File: src/rtl/key_commander_pkg.sv
// Shared types for the key commander: command codes, debounce states and a width helper.
package key_commander_pkg;

    typedef enum logic [1:0] {
        CMD_UP    = 2'd0,
        CMD_DOWN  = 2'd1,
        CMD_PAUSE = 2'd2,
        CMD_RESET = 2'd3
    } cmd_t;

    typedef enum logic [1:0] {
        RELEASED,
        PRESS_WAIT,
        PRESSED,
        RELEASE_WAIT
    } deb_state_t;

    function automatic int max3(input int a, input int b, input int c);
        int m;
        m = (a > b) ? a : b;
        return (m > c) ? m : c;
    endfunction

endpackage

File: src/rtl/key_debounce.sv
// One push-button channel: 2-flop synchronizer, debounce FSM and its sample counter.
module key_debounce
    import key_commander_pkg::*;
#(
    parameter int DEBOUNCE_CYCLES = 4,
    parameter int CNT_W           = 4
) (
    input  logic       clk,
    input  logic       reset,
    input  logic       key_n,
    output deb_state_t state,
    output logic       press
);

    localparam logic [CNT_W-1:0] LAST = CNT_W'(DEBOUNCE_CYCLES - 1);

    logic [1:0]       sync;
    logic [CNT_W-1:0] cnt;
    logic [CNT_W-1:0] cnt_next;
    deb_state_t       state_next;
    logic             pressed;
    logic             press_next;

    assign pressed = ~sync[1];

    // The synchronizer idles at the released (high) level so a reset never looks like a press.
    always_ff @(posedge clk) begin
        if (reset) begin
            sync  <= 2'b11;
            state <= RELEASED;
            cnt   <= '0;
            press <= 1'b0;
        end else begin
            sync  <= {sync[0], key_n};
            state <= state_next;
            cnt   <= cnt_next;
            press <= press_next;
        end
    end

    always_comb begin
        state_next = state;
        cnt_next   = cnt;
        case (state)
            RELEASED: begin
                if (pressed) begin
                    state_next = PRESS_WAIT;
                    cnt_next   = CNT_W'(1);
                end
            end
            PRESS_WAIT: begin
                if (!pressed) begin
                    state_next = RELEASED;
                    cnt_next   = '0;
                end else if (cnt >= LAST) begin
                    state_next = PRESSED;
                    cnt_next   = '0;
                end else begin
                    cnt_next = cnt + CNT_W'(1);
                end
            end
            PRESSED: begin
                if (!pressed) begin
                    state_next = RELEASE_WAIT;
                    cnt_next   = CNT_W'(1);
                end
            end
            RELEASE_WAIT: begin
                if (pressed) begin
                    state_next = PRESSED;
                    cnt_next   = '0;
                end else if (cnt >= LAST) begin
                    state_next = RELEASED;
                    cnt_next   = '0;
                end else begin
                    cnt_next = cnt + CNT_W'(1);
                end
            end
            default: begin
                state_next = RELEASED;
                cnt_next   = '0;
            end
        endcase
        press_next = (state == PRESS_WAIT) && (state_next == PRESSED);
    end

endmodule

File: src/rtl/key_commander.sv
// Four debounced push-buttons turned into a one-deep valid/ready command stream.
// Optional auto-repeat for UP/DOWN is enabled by defining KEY_AUTOREPEAT_EN.
module key_commander
    import key_commander_pkg::*;
#(
    parameter int DEBOUNCE_CYCLES = 500000,
    parameter int REPEAT_DELAY    = 25000000,
    parameter int REPEAT_PERIOD   = 5000000
) (
    input  logic       CLOCK_50,
    input  logic       reset,
    input  logic [3:0] KEY,
    input  logic       cmd_ready,
    output logic       cmd_valid,
    output logic [1:0] cmd,
    output logic [3:0] key_state,
    output logic       overrun
);

    localparam int CNT_W = $clog2(max3(DEBOUNCE_CYCLES, REPEAT_DELAY, REPEAT_PERIOD)) + 1;

    deb_state_t st [4];
    logic [3:0] press;
    logic [3:0] events;
    logic       any_ev;
    cmd_t       sel;
    cmd_t       cmd_q;

    for (genvar i = 0; i < 4; i++) begin : g_key
        key_debounce #(
            .DEBOUNCE_CYCLES(DEBOUNCE_CYCLES),
            .CNT_W          (CNT_W)
        ) u_deb (
            .clk   (CLOCK_50),
            .reset (reset),
            .key_n (KEY[i]),
            .state (st[i]),
            .press (press[i])
        );
    end

    always_comb begin
        key_state = '0;
        for (int i = 0; i < 4; i++) begin
            key_state[i] = (st[i] == PRESSED) || (st[i] == RELEASE_WAIT);
        end
    end

`ifdef KEY_AUTOREPEAT_EN
    localparam logic [CNT_W-1:0] DELAY_T  = CNT_W'(REPEAT_DELAY);
    localparam logic [CNT_W-1:0] PERIOD_T = CNT_W'(REPEAT_PERIOD);

    logic [CNT_W-1:0] rpt_cnt [2];
    logic [1:0]       rpt_phase;
    logic [1:0]       rpt_fire;

    // The first repeat waits REPEAT_DELAY after entering PRESSED, later ones REPEAT_PERIOD.
    always_comb begin
        rpt_fire = '0;
        for (int i = 0; i < 2; i++) begin
            rpt_fire[i] = (st[i] == PRESSED) &&
                          (rpt_cnt[i] == (rpt_phase[i] ? PERIOD_T : DELAY_T));
        end
    end

    always_ff @(posedge CLOCK_50) begin
        for (int i = 0; i < 2; i++) begin
            if (reset || st[i] != PRESSED) begin
                rpt_cnt[i]   <= '0;
                rpt_phase[i] <= 1'b0;
            end else if (rpt_fire[i]) begin
                rpt_cnt[i]   <= CNT_W'(1);
                rpt_phase[i] <= 1'b1;
            end else begin
                rpt_cnt[i] <= rpt_cnt[i] + CNT_W'(1);
            end
        end
    end

    assign events = press | {2'b00, rpt_fire};
`else
    assign events = press;
`endif

    assign any_ev = |events;

    always_comb begin
        sel = CMD_PAUSE;
        if (events[3]) begin
            sel = CMD_RESET;
        end else if (events[1]) begin
            sel = CMD_DOWN;
        end else if (events[0]) begin
            sel = CMD_UP;
        end
    end

    // A slot freed by a transfer in the same cycle is reused at once, so there is no bubble.
    always_ff @(posedge CLOCK_50) begin
        if (reset) begin
            cmd_valid <= 1'b0;
            cmd_q     <= CMD_UP;
            overrun   <= 1'b0;
        end else if (any_ev) begin
            if (!cmd_valid || cmd_ready) begin
                cmd_q     <= sel;
                cmd_valid <= 1'b1;
            end else begin
                overrun <= 1'b1;
            end
        end else if (cmd_ready) begin
            cmd_valid <= 1'b0;
        end
    end

    assign cmd = cmd_q;

endmodule

File: config.mk
export PLATFORM = sky130hd
export DESIGN_NAME = key_commander
export DESIGN_NICKNAME = d
export VERILOG_FILES = /design/src/rtl/key_commander_pkg.sv /design/src/rtl/key_debounce.sv /design/src/rtl/key_commander.sv
export SDC_FILE = /design/constraint.sdc
export NUM_CORES = 1
export LEC_CHECK = 0
export BUFFER_PORTS_ARGS = -buffer_cell sky130_fd_sc_hd__buf_2
export CAP_MARGIN = 30
export CORE_MARGIN = 4
export CORE_UTILIZATION = 48
export DETAILED_ROUTE_END_ITERATION = 10
export MAX_ROUTING_LAYER = met4
export PLACE_DENSITY = 0.62
export SYNTH_ARGS = -nofsm -noshare
export SYNTH_HDL_FRONTEND = slang
export SYNTH_SLANG_ARGS = --single-unit
export TNS_END_PERCENT = 5
File: constraint.sdc
create_clock -name CLOCK_50 -period 2.65 [get_ports CLOCK_50]
set_input_delay 0.265 -clock CLOCK_50 [delete_from_list [all_inputs] [get_ports CLOCK_50]]
set_output_delay 0.265 -clock CLOCK_50 [all_outputs]
set_load 0.01 [all_outputs]
; After elaboration in Yosys (flattened, before gate mapping)
; Cells that the tools add are included.
; Widths: inputs -> output; s select.
[word_totals]
register_bits = 128
[classes]
n_addsub = 4
n_lt_le_gt_ge = 4
n_eq_ne = 25
mux = 58
bitwise = 1
n_reduce_logical = 23
[ops]
columns = operator, count
row1 = $mux 26, 20
row2 = $pmux 26 s4, 4
row3 = $add 26x1->26 const B, 4
row4 = $ge 26x19->1 const B, 4
row5 = $mux 2, 27
row6 = $pmux 2 s4, 4
row7 = $eq 2x2->1 const B, 12
row8 = $reduce_and 2->1, 7
row9 = $ne 2x1->1 const B, 5
row10 = $eq 2x1->1 const B, 4
row11 = $logic_not 2->1, 4
row12 = $ne 2x2->1 const B, 4
row13 = $logic_or 1x1->1, 5
row14 = $logic_and 1x1->1, 4
row15 = $reduce_or 4->1, 1
row16 = $mux 1, 3
row17 = $reduce_bool 2->1, 1
row18 = $logic_not 1->1, 1
row19 = $not 1->1, 1

; Logic depth before layout (Yosys ltp)
[depth]
word_depth = 6
depth_mapped = 8

; Cells and area by module
; A second synthesis with hierarchy kept.
[unflattened]
cells_unflattened = 688
area_unflattened_um2 = 6052.1
[by_module_without_submodules]
columns = module, n_inst, cells_per_inst, area_per_inst_um2, seq_area_each_um2
row1 = key_debounce at g_key[0].u_deb ..., 3, 167, 1487.7, 620.6
row2 = key_debounce at g_key[3].u_deb, 1, 165, 1401.3, 620.6
row3 = key_commander, 1, 22, 187.7, 80.1

; Worst setup path before layout
; Ideal clock, no wire load.
[synth_timing]
path_type = register to register
start = register g_key[3].u_deb.cnt[0]
end = register g_key[3].u_deb.cnt[11]
setup_ns = 0.115
arrival_ns = 1.737
required_time_ns = 2.535
slack_ns = 0.798
stages_incl_launch_ff = 9
synth_period_minus_slack_ns = 1.852
cell_sequence = dfxtp_1 > ha_1 > buf_2 > nand4_1 > a2111oi_4 > nor4_4 > nor2_4 > buf_4 > nor2_1
[synth_via]
elab_chain_cells = 4
[synth_rtl]
columns = item, line_no
row1 = "start, declared", key_debounce.sv:18  ; logic [CNT_W-1:0] cnt;
row2 = "start signal, assigned", key_debounce.sv:36  ; cnt <= cnt_next;
row3 = $add 26x1->26 or $ge 26x19->1 (tied branches), --
row4 = $mux 26 (*), "key_debounce.sv:55, key_debounce.sv:72"
row5 = "$mux 26, on equally long branches", "key_debounce.sv:69, key_debounce.sv:52"
row6 = $pmux 26 s4 (*), key_debounce.sv:44  ; case (state)
; Every way passes the cells marked *; elsewhere a longest branch is shown, timed or not.
; A chain may end at the register's enable or synchronous reset.

; Worst setup path after layout
[layout_timing]
start = register g_key[2].u_deb.cnt[0]
end = register g_key[2].u_deb.cnt[18]
[layout_via]
elab_chain_cells = 4
[layout_rtl]
columns = item, line_no
row1 = "start, declared", key_debounce.sv:18
row2 = "start signal, assigned", key_debounce.sv:36
row3 = $add 26x1->26 or $ge 26x19->1 (tied branches), --
row4 = $mux 26 (*), "key_debounce.sv:55, key_debounce.sv:72"
row5 = "$mux 26, on equally long branches", "key_debounce.sv:69, key_debounce.sv:52"
row6 = $pmux 26 s4 (*), key_debounce.sv:44
; Marked as above.

==> results.toml <==
[final_layout]
nets = 696
stdcell_area_um2 = 6420
drive_gt1_share_pct = 9.97
filler_cell_count = 1085
area_growth_pct = 11.0
register_area_um2 = 2560
diodes = 0
multiInputGateArea_um2 = 2960

[sta]
timing.slew.headroom_pct = 49.9
period_needed_ns = 2.13
clock_skew_ns = 0.00678
tightest_slew_ns = 0.745
finalCritPeriodShare_pct = 80.4
tns_ns = 0
setup_viol_count_final = 0
final.setup.worst_slack_ns = 0.518
finalHoldViolCount = 0
max_freq_mhz = 469
drv_slew = 0
whs_ns = 0.0323
rsz0062_at_grt = "no"

[job]
maxCapViolCount = 0

[worst_setup_path]
slowest_delay_ns = 0.50
critical-path-top-delay-family = "compound AO/OA/AOI/OAI gates"
cp_num_buf_inv = 1
path_cells = "ha_1, nand4_1, a211oi_1, a2111oi_4, buf_4, a41oi_1, a31oi_1"
cp-end-kind = "flip-flop"
cp_slowest_cell = "a211oi_1"
path_class = "flip-flop to flip-flop"
cp.required_ns = 2.92
arrival_ns = 2.41
cp-start-kind = "flip-flop"
crit_fanout = 26
worst-r2r-setup-slack_ns = 0.52

[place]
post-place-ws_ns = 0.536
dp_hpwl_mm = 7.97
gp_congestion = 0.873
post_dp_cell_area_um2 = 5930
portBuffers = 14

[clock_network]
path_clk_slew_ns = 0.05
cts_hold_buf = 0
cts-root-buf = "clkbuf_16"
ctsLongestPathBuffers = 2
cts_max_level = 4
cts-resized-gates = 0
clock_latency_ns = 0.41
cts_tree = "done"
numCtsBuffers = 17
post_cts_buffers = 0
clock_sinks = 128

[detailed_routing]
drtAntennaViolNets = 0
drt_iter0_markers = 280
dr.pass1.iters = 5
vias = 4687
drc_errors = 0
routedWlPerCell_um = 13.8
vias_per_cell = 5.61
drt_wl_total_mm = 11.5

[floorplan]
die_y_um = 118
core_area_um2 = 11600
rows = 39
start_util_pct = 49.8
io_pins = 15
dieArea_um2 = 13900
dieWidth_um = 118

[logic_synthesis]
ys_warn_count = 0
yosysMostFrequentCell = "dfxtp_1"
syn_nets = 686
synth_common_cells = "dfxtp_1, nor2_1, nand2_1"
postSynthAreaPerCell_um2 = 8.56
syn_inst = 675
synth_area_leader_cell = "dfxtp_1"
ys_async_sr_fraction_pct = 0
synthTopCellsByArea = "dfxtp_1, nor2_1, nand2_1, xnor2_1, nand3_1"
synth_edf_count = 0
synth.cell_area_um2 = 5780
yosysUniqueCellTypes = 58
synth_top_area_share_pct = 44.3
synthFlopType = "dfxtp_1"
synth_seq_cells = 128
ys_seq_area_share_pct = 44.3

[global_route]
grt_pass1_vias = 4394
antenna_found_initial = 0
grt.total_usage_pct = 17.9
grt_pass1_wl_mm = 20.1
grt-ovfl-total = 0
grt_max_degree = 28

[worst_hold_path]
min_path_type = "input pin to flip-flop"

[power_and_ir_drop]
p_leak_nw = 2.15
cellPowerDensity_nw_per_um2 = 626
ir_drop_mv = 0.411

[outcome]
status = "complete, no violations"
-- area by class of cell --
| cell class | count | share of cell area [%] |
|---|---|---|
| well taps | 143 | 2.79 |
| clock inverters | 2 | 0.156 |
| multi-input cells | 488 | 46.1 |
| inverters | 30 | 1.75 |
| repair buffers | 20 | 1.79 |
| clock buffers | 24 | 7.51 |
| flip-flops and latches | 128 | 39.9 |
-- placed cells by master, fill, tap and decap left out, drive strengths merged, types with 9 or more instances in the layout --
cell / count
nand2: 68
dfxtp: 128
o21ai: 24
xor2: 18
buf: 20
xnor2: 25
and3: 9
nand4: 26
clkbuf: 24
a31oi: 24
nor3: 26
inv: 30
or2: 14
and2: 17
nor2: 78
a21oi: 15
nor4: 19
nand3: 33
-- final timing paths --
path                                  to                   start  cells past startpoint
hold reg to reg   g_key[1].u_deb.sync[1]  g_key[1].u_deb.sync[0]                      1
setup / recovery  g_key[2].u_deb.cnt[18]   g_key[2].u_deb.cnt[0]                      7
hold / removal    g_key[2].u_deb.sync[0]                  KEY[2]                      2
setup reg to reg  g_key[2].u_deb.cnt[18]   g_key[2].u_deb.cnt[0]                      7
-- through the flow --
step	utilization (%)	instances	power, W
global placement	51.0	809	0.00208
floorplan	-	675	0.00205
finish	55.3	835	0.00402
detailed placement	51.0	809	0.00208
global route	55.3	835	0.00417
CTS	55.3	835	0.00407
-- flip-flops by register name (all words and copies together), names as in the netlist --
register	count
cmd	2
cmd_valid	1
g_key.u_deb.cnt	104
g_key.u_deb.press	4
g_key.u_deb.state	8
g_key.u_deb.sync	8
overrun	1
-- cells by family (layout without fill, tap and decap cells) --
logic type	Yosys count	in the layout	synth area share [%]
simple gates	324	324	29.1
compound gates	114	114	14.1
buf+inv	59	76	4.50
flops	128	128	44.3
mux	3	3	0.541
xor+xnor	43	43	6.65
fa+ha+maj	4	4	0.866
-- layer usage --
metal / track usage, % / wire, um / share of wire (%) / up-vias
met2: 26.9 / 5220 / 45 / 75
met5: - / 0 / 0 / -
li1: - / - / - / 2419
met1: 23.0 / 5710 / 50 / 2182
met4: 7.11 / 164 / 1.4 / 0
met3: 4.66 / 435 / 3.8 / 11
-- worst reg2reg max path: stages (launching register included) --
cell       delay (ns)
dfxtp_1          0.36
ha_1             0.27
nand4_1          0.20
a211oi_1         0.50
a2111oi_4        0.10
buf_4            0.24
a41oi_1          0.26
a31oi_1          0.07
-- where the power goes --
group	switching (W)	internal [W]
Combinational	0.0000626	0.0000274
Sequential	0.0000103	0.00194
Clock	0.000751	0.00123
Power figures use the tool's default switching activity.
